===== src/rtl/posit_pkg.sv =====
// posit_pkg: shared posit widths and FSM state encodings for posit_decoder/posit_encoder.
package posit_pkg;
  localparam int N = 32;
  localparam int ES = 3;
  localparam int KW = 6;
  typedef enum logic [2:0] {
    S_IDLE,
    S_SIGN,
    S_REGIME,
    S_EXP,
    S_MANT,
    S_COMPLETE
  } state_t;
endpackage


===== src/rtl/posit_regime_cnt.sv =====
// posit_regime_cnt: regime run-length counter; k includes the current bit when it extends the run.
module posit_regime_cnt
  import posit_pkg::*;
(
  input  logic                 clk,
  input  logic                 rst,
  input  logic                 clr,
  input  logic                 en,
  input  logic                 first,
  input  logic                 bit_in,
  output logic signed [KW-1:0] k,
  output logic                 term
);
  logic          r0;
  logic          run;
  logic          match;
  logic [KW-1:0] m;
  logic [KW-1:0] m_eff;
  always_comb begin
    run   = first ? bit_in : r0;
    match = first | (bit_in == r0);
    m_eff = match ? m + 1'b1 : m;
    k     = run ? signed'(m_eff - 1'b1) : signed'(-m_eff);
    term  = en & ~match;
  end
  always_ff @(posedge clk or negedge rst) begin
    if (!rst) begin
      r0 <= 1'b0;
      m  <= '0;
    end else if (clr) begin
      m <= '0;
    end else if (en && match) begin
      m <= m_eff;
      if (first) r0 <= bit_in;
    end
  end
endmodule


===== src/rtl/posit_decoder.sv =====
// posit_decoder: bit-serial posit<32,3> unpacker into sign, regime k, exponent and mantissa.
// Define POSIT_DEC_SPECIAL_EN to short-cut zero/NaR words and drive is_zero/is_nar.
module posit_decoder
  import posit_pkg::*;
(
  input  logic                 clk,
  input  logic                 rst,
  input  logic                 start,
  input  logic                 received,
  input  logic [N-1:0]         posit_in,
  output logic                 sign_out,
  output logic signed [KW-1:0] k_out,
  output logic [ES-1:0]        exp_out,
  output logic [N-1:0]         mantissa_out,
  output logic                 done,
  output logic                 is_zero,
  output logic                 is_nar
);
  state_t               state, state_nxt;
  logic [N-1:0]         p;
  logic [4:0]           idx;
  logic [1:0]           ec;
  logic [4:0]           mp;
  logic                 cur;
  logic                 special;
  logic                 term;
  logic signed [KW-1:0] k;
  assign cur = p[idx];
`ifdef POSIT_DEC_SPECIAL_EN
  assign special = start && (posit_in[N-2:0] == '0);
  always_ff @(posedge clk or negedge rst) begin
    if (!rst) begin
      is_zero <= 1'b0;
      is_nar  <= 1'b0;
    end else if (state == S_IDLE && start) begin
      is_zero <= special & ~posit_in[N-1];
      is_nar  <= special & posit_in[N-1];
    end
  end
`else
  assign special = 1'b0;
  assign is_zero = 1'b0;
  assign is_nar  = 1'b0;
`endif
  posit_regime_cnt u_cnt (
    .clk   (clk),
    .rst   (rst),
    .clr   (state == S_IDLE),
    .en    (state == S_REGIME),
    .first (idx == 5'd30),
    .bit_in(cur),
    .k     (k),
    .term  (term)
  );
  always_ff @(posedge clk or negedge rst) begin
    if (!rst) state <= S_IDLE;
    else state <= state_nxt;
  end
  always_comb begin
    state_nxt = state;
    case (state)
      S_IDLE:     state_nxt = start ? (special ? S_COMPLETE : S_SIGN) : S_IDLE;
      S_SIGN:     state_nxt = S_REGIME;
      S_REGIME:   state_nxt = (idx == 5'd0) ? S_COMPLETE : (term ? S_EXP : S_REGIME);
      S_EXP:      state_nxt = (idx == 5'd0) ? S_COMPLETE : ((ec == 2'd0) ? S_MANT : S_EXP);
      S_MANT:     state_nxt = (idx == 5'd0) ? S_COMPLETE : S_MANT;
      S_COMPLETE: state_nxt = received ? S_IDLE : S_COMPLETE;
      default:    state_nxt = S_IDLE;
    endcase
  end
  always_ff @(posedge clk or negedge rst) begin
    if (!rst) begin
      p            <= '0;
      idx          <= 5'd31;
      ec           <= 2'd2;
      mp           <= 5'd31;
      sign_out     <= 1'b0;
      k_out        <= '0;
      exp_out      <= '0;
      mantissa_out <= '0;
      done         <= 1'b0;
    end else begin
      case (state)
        S_IDLE: begin
          done <= 1'b0;
          if (start) begin
            p            <= posit_in;
            idx          <= 5'd31;
            ec           <= 2'd2;
            mp           <= 5'd31;
            sign_out     <= special & posit_in[N-1];
            k_out        <= '0;
            exp_out      <= '0;
            mantissa_out <= '0;
          end
        end
        S_SIGN: begin
          sign_out <= p[N-1];
          idx      <= 5'd30;
        end
        S_REGIME: begin
          idx <= idx - 1'b1;
          if (term || idx == 5'd0) k_out <= k;
        end
        S_EXP: begin
          exp_out[ec] <= cur;
          ec          <= ec - 1'b1;
          idx         <= idx - 1'b1;
        end
        S_MANT: begin
          mantissa_out[mp] <= cur;
          mp               <= mp - 1'b1;
          idx              <= idx - 1'b1;
        end
        S_COMPLETE: done <= 1'b1;
        default: ;
      endcase
    end
  end
endmodule

===== config.mk =====
export PLATFORM = sky130hd
export DESIGN_NAME = posit_decoder
export DESIGN_NICKNAME = d
export VERILOG_FILES = /design/src/rtl/posit_pkg.sv /design/src/rtl/posit_regime_cnt.sv /design/src/rtl/posit_decoder.sv
export SDC_FILE = /design/constraint.sdc
export NUM_CORES = 1
export LEC_CHECK = 0
export BUFFER_PORTS_ARGS = -buffer_cell sky130_fd_sc_hd__buf_2
export CAP_MARGIN = 20
export CORE_ASPECT_RATIO = 1.1
export CORE_MARGIN = 1
export CORE_UTILIZATION = 50
export CTS_CLUSTER_DIAMETER = 200
export DETAILED_ROUTE_END_ITERATION = 16
export PLACE_DENSITY = 0.74
export SKIP_CTS_REPAIR_TIMING = 1
export SLEW_MARGIN = 10
export SYNTH_ARGS = -nofsm -noshare
export SYNTH_HDL_FRONTEND = slang
export SYNTH_HIERARCHICAL = 1
export SYNTH_SLANG_ARGS = --single-unit

===== constraint.sdc =====
create_clock -name clk -period 4.9 [get_ports clk]
set_input_delay 0.245 -clock clk [delete_from_list [all_inputs] [get_ports clk]]
set_output_delay 0.245 -clock clk [all_outputs]
set_load 0.01 [all_outputs]

==> flow_summary.ini <==
[status]
run_status = completed

[critical_path]
timing_worst_setup_path_type = reg -> reg
crit-reg2reg-launch = idx[0]$_DFFE_PN1P_
critical_path_arrival_ps = 4200
reg2reg_to = k_out[2]$_DFFE_PN0P_
timing.critical_path.fanout_max = 16
timing.critical_path.from_type = register
timing.critical_path.buf_inv = 0
critPathTopFamily = multiplexers
reg2reg_slack_ps = 990
slowest_delay_ps = 790
cp_slowest_cell = sky130_fd_sc_hd__dfstp_2
cp.required_ps = 5190
critical_path.most_common_cell = sky130_fd_sc_hd__xnor2_1
cp_num_cells = 13
timing.critical_path.cells = mux4_1 -> mux2_2 -> a2111oi_4 -> nor2_1 -> xnor2_2 -> nor2_1 -> xor2_1 -> ha_1 -> xnor2_1 -> xnor2_1 -> xnor2_1 -> nand2_1 -> mux2i_1
critPathCaptureType = register
ff2ff_path_depth = 13

[yosys]
number_of_flops_mapped_to_enable_cells_by_yosys = 0
synth.lib_cells_used.distinct = 57
yosysTopAreaCell = sky130_fd_sc_hd__dfrtp_1
synth.top_cells.by_area = sky130_fd_sc_hd__dfrtp_1 41%, sky130_fd_sc_hd__nand2_1 8.9%, sky130_fd_sc_hd__dfstp_2 5.5%, sky130_fd_sc_hd__o41ai_1 5.5%, sky130_fd_sc_hd__o211ai_1 5.0%
post-synth-top-area-fraction_pct = 41.01
synthFlopType = sky130_fd_sc_hd__dfrtp_1
postSynthCellCount = 537
synth_area_sq_mm = 0.005248
ys.warnings.count = 6
synth_area_per_cell_sq_um = 9.772
synth-async-reset-ratio_pct = 100.0
synth_sequential_area_ratio_pct = 46.52
synth-seq-cells = 97

[timing]
timing.final.max_slew_violations = 0
final_setup_skew_ps = 18.96
rsz0062_at_grt = false
slew-limit-headroom_pct = 30.26
fin_crit_sh_pct = 79.74
worst_slew_pin_slew_ps = 1044
maximum_clock_frequency_ghz = 0.2559
finalWorstSetupSlack_ps = 992.8
setup_total_negative_slack_ps = 0
final-setup-viol-count = 0
report.final.hold_viol_count = 0
layout_min_cycle_time_ps = 3907

[clocking]
clk_pin_slew_worst_paths_ps = 110
worstSkewPairLatency_ps = 370
cts.sinks = 97
cts.root.buffer_cell = sky130_fd_sc_hd__clkbuf_8
max-clock-path-buffers = 2
tritoncts = done
ctsHtreeMaxLevel = 3
cts-buffers-inserted = 9

[placement]
place_hpwl_um = 7326
detailedPlace.worstSlack_ps = 991.1
io_buffers = 78
globalplace.congestion = 0.8280

[cells_and_area]
antennaDiodeCount = 0
syn_to_final_growth_pct = 11.42
fin_nets = 635
multi_input_area_sq_mm = 0.002537
register_cell_area_after_layout_sq_mm = 0.002441
layout_common_cells = 123 x sky130_fd_sc_hd__nand2_1, 86 x sky130_fd_sc_hd__dfrtp_1, 77 x sky130_fd_sc_hd__buf_2
drive_above_1_share_pct = 21.49
final.fill_count = 896
most_common_cell_after_layout_fill_and_taps_aside = sky130_fd_sc_hd__nand2_1

[floorplanning]
initial_core_util_pct = 52.31
die_area_sq_mm = 0.01091
io_pins = 81
row_count = 38
total_core_area_sq_mm = 0.01003
die_width_um = 99.68
die_height_um = 109.4

[power_and_ir_drop]
power_leakage_uw = 0.002786
switchingPower_uw = 1501
seqPwrFrac_pct = 39.4
clock_network_fraction_of_total_power_pct = 14.5
intPower_uw = 1959
power.share.combinational_pct = 46.1
power_density_mw_per_mm2 = 591.8
vdd.ir_drop.worst_uv = 372.0
sw_frac_of_total_pct = 43.39

[routing]
post_drt_antenna_nets = 0
firstDrtPassIters = 4
detail_route.drc_violations = 0
post_drt_via_cell_ratio = 5.680
routed_wirelength_um = 10990
routedWlPerCell_um = 15.03
dr_total_vias = 4152
drt_iter0_drc = 250

[global_route]
grt_pass1_vias = 4003
groute.usage.overall_pct = 21.61
grt_max_degree = 65
grt_pass1_wl_um = 18800
grt_antenna_before_repair = 0
global_route.overflow_total = 0

[min_path]
hold_start = posit_in[8]
worstHoldPathType = in -> reg
worst_hold_path.endpoint = p[8]$_DFFE_PN0N_
whs_path_depth = 3

[run]
max_cap_viol_count = 0
[synth_stat cells, drive strengths merged, types with 2 or more instances]
library cell,n
o21a,2
a21oi,8
or3b,3
nand3b,4
mux2,4
mux4,6
xnor2,14
nand3,9
o41ai,33
nor3b,5
clkbuf,31
and3b,3
nor2b,4
o21ai,21
o31ai,3
ha,13
dfrtp,86
nand2b,2
nor4,3
dfstp,11
o2111ai,2
buf,17
nor2,20
or3,4
a211oi,2
a21o,2
nand2,124
inv,16
a31oi,3
nor4b,2
mux2i,14
nor3,7
a311oi,3
xor2,9
o22ai,2
o211ai,35
[worst reg2reg max path: stages (launching register included)]
cell and delay [ps]:
sky130_fd_sc_hd__dfstp_2 790, sky130_fd_sc_hd__mux4_1 610, sky130_fd_sc_hd__mux2_2 300, sky130_fd_sc_hd__a2111oi_4 400, sky130_fd_sc_hd__nor2_1 220, sky130_fd_sc_hd__xnor2_2 340
sky130_fd_sc_hd__nor2_1 140, sky130_fd_sc_hd__xor2_1 170, sky130_fd_sc_hd__ha_1 220, sky130_fd_sc_hd__xnor2_1 170, sky130_fd_sc_hd__xnor2_1 150, sky130_fd_sc_hd__xnor2_1 130
sky130_fd_sc_hd__nand2_1 60, sky130_fd_sc_hd__mux2i_1 150
[state kept, by name, indices dropped and copies added (netlist names)]
signal	flops
p	32
state	3
idx	5
mantissa_out	32
done	1
exp_out	3
u_cnt/m	6
u_cnt/r0	1
ec	2
sign_out	1
mp	5
k_out	6
[stage by stage]
step | hold slack (ps) | cells | instance area (sq um) | utilization (%) | power, uW
finish | 56.32 | 731 | 5847 | 58.28 | 3460
global route | 51.22 | 731 | 5847 | 58.28 | 3743
CTS | -178.0 | 730 | 5837 | 58.18 | 3489
floorplan | -50.59 | 538 | 5251 | - | 2616
detailed placement | 225.3 | 714 | 5652 | 56.34 | 2985
global placement | 218.2 | 714 | 5652 | 56.34 | 2912
[worst max-delay path by stage]
stage / startpoint / to / slack [ps]
final: idx[0]$_DFFE_PN1P_ / k_out[2]$_DFFE_PN0P_ / 990
after global routing: idx[0]$_DFFE_PN1P_ / k_out[2]$_DFFE_PN0P_ / 730
after CTS: idx[0]$_DFFE_PN1P_ / k_out[2]$_DFFE_PN0P_ / 970
after detailed placement: idx[0]$_DFFE_PN1P_ / k_out[2]$_DFFE_PN0P_ / 990
after global placement: idx[0]$_DFFE_PN1P_ / k_out[2]$_DFFE_PN0P_ / 1080
after floorplan: idx[0]$_DFFE_PN1P_ / k_out[2]$_DFFE_PN0P_ / 1090
[area by class of cell]
| class | instances | share of cell area (%) |
|---|---|---|
| multi-input cells | 377 | 43.40 |
| flip-flops and latches | 97 | 41.75 |
| repair buffers | 85 | 7.661 |
| well taps | 140 | 2.996 |
| clock buffers | 10 | 2.183 |
| inverters | 16 | 1.027 |
| clock inverters | 6 | 0.9844 |
[cells by family after synthesis]
group	count (synthesis)	synth area share (%)
AO/OA/AOI/OAI	121	17.74
adder cells (fa/ha/maj)	13	3.100
buffers and inverters	64	5.389
other	1	0.07146
AND/OR/NAND/NOR	194	16.52
multiplexers	24	6.533
flip-flops	97	46.52
XOR/XNOR	23	4.125
[metal layers]
metal	share of wire [%]	global-route usage [%]
met5	0	0
met4	1.6	7.248
met3	5.0	3.687
met2	48	36.21
met1	45	28.59
[power groups by stage]
stage	combinational (uW)	sequential (uW)	clock, uW
after detailed placement	1610	1380	0
after CTS	1610	1360	512
after floorplan	1410	1210	0
after global placement	1550	1360	0
after global routing	1800	1410	538
final	1600	1360	501
(Power assumes the default switching activity.)
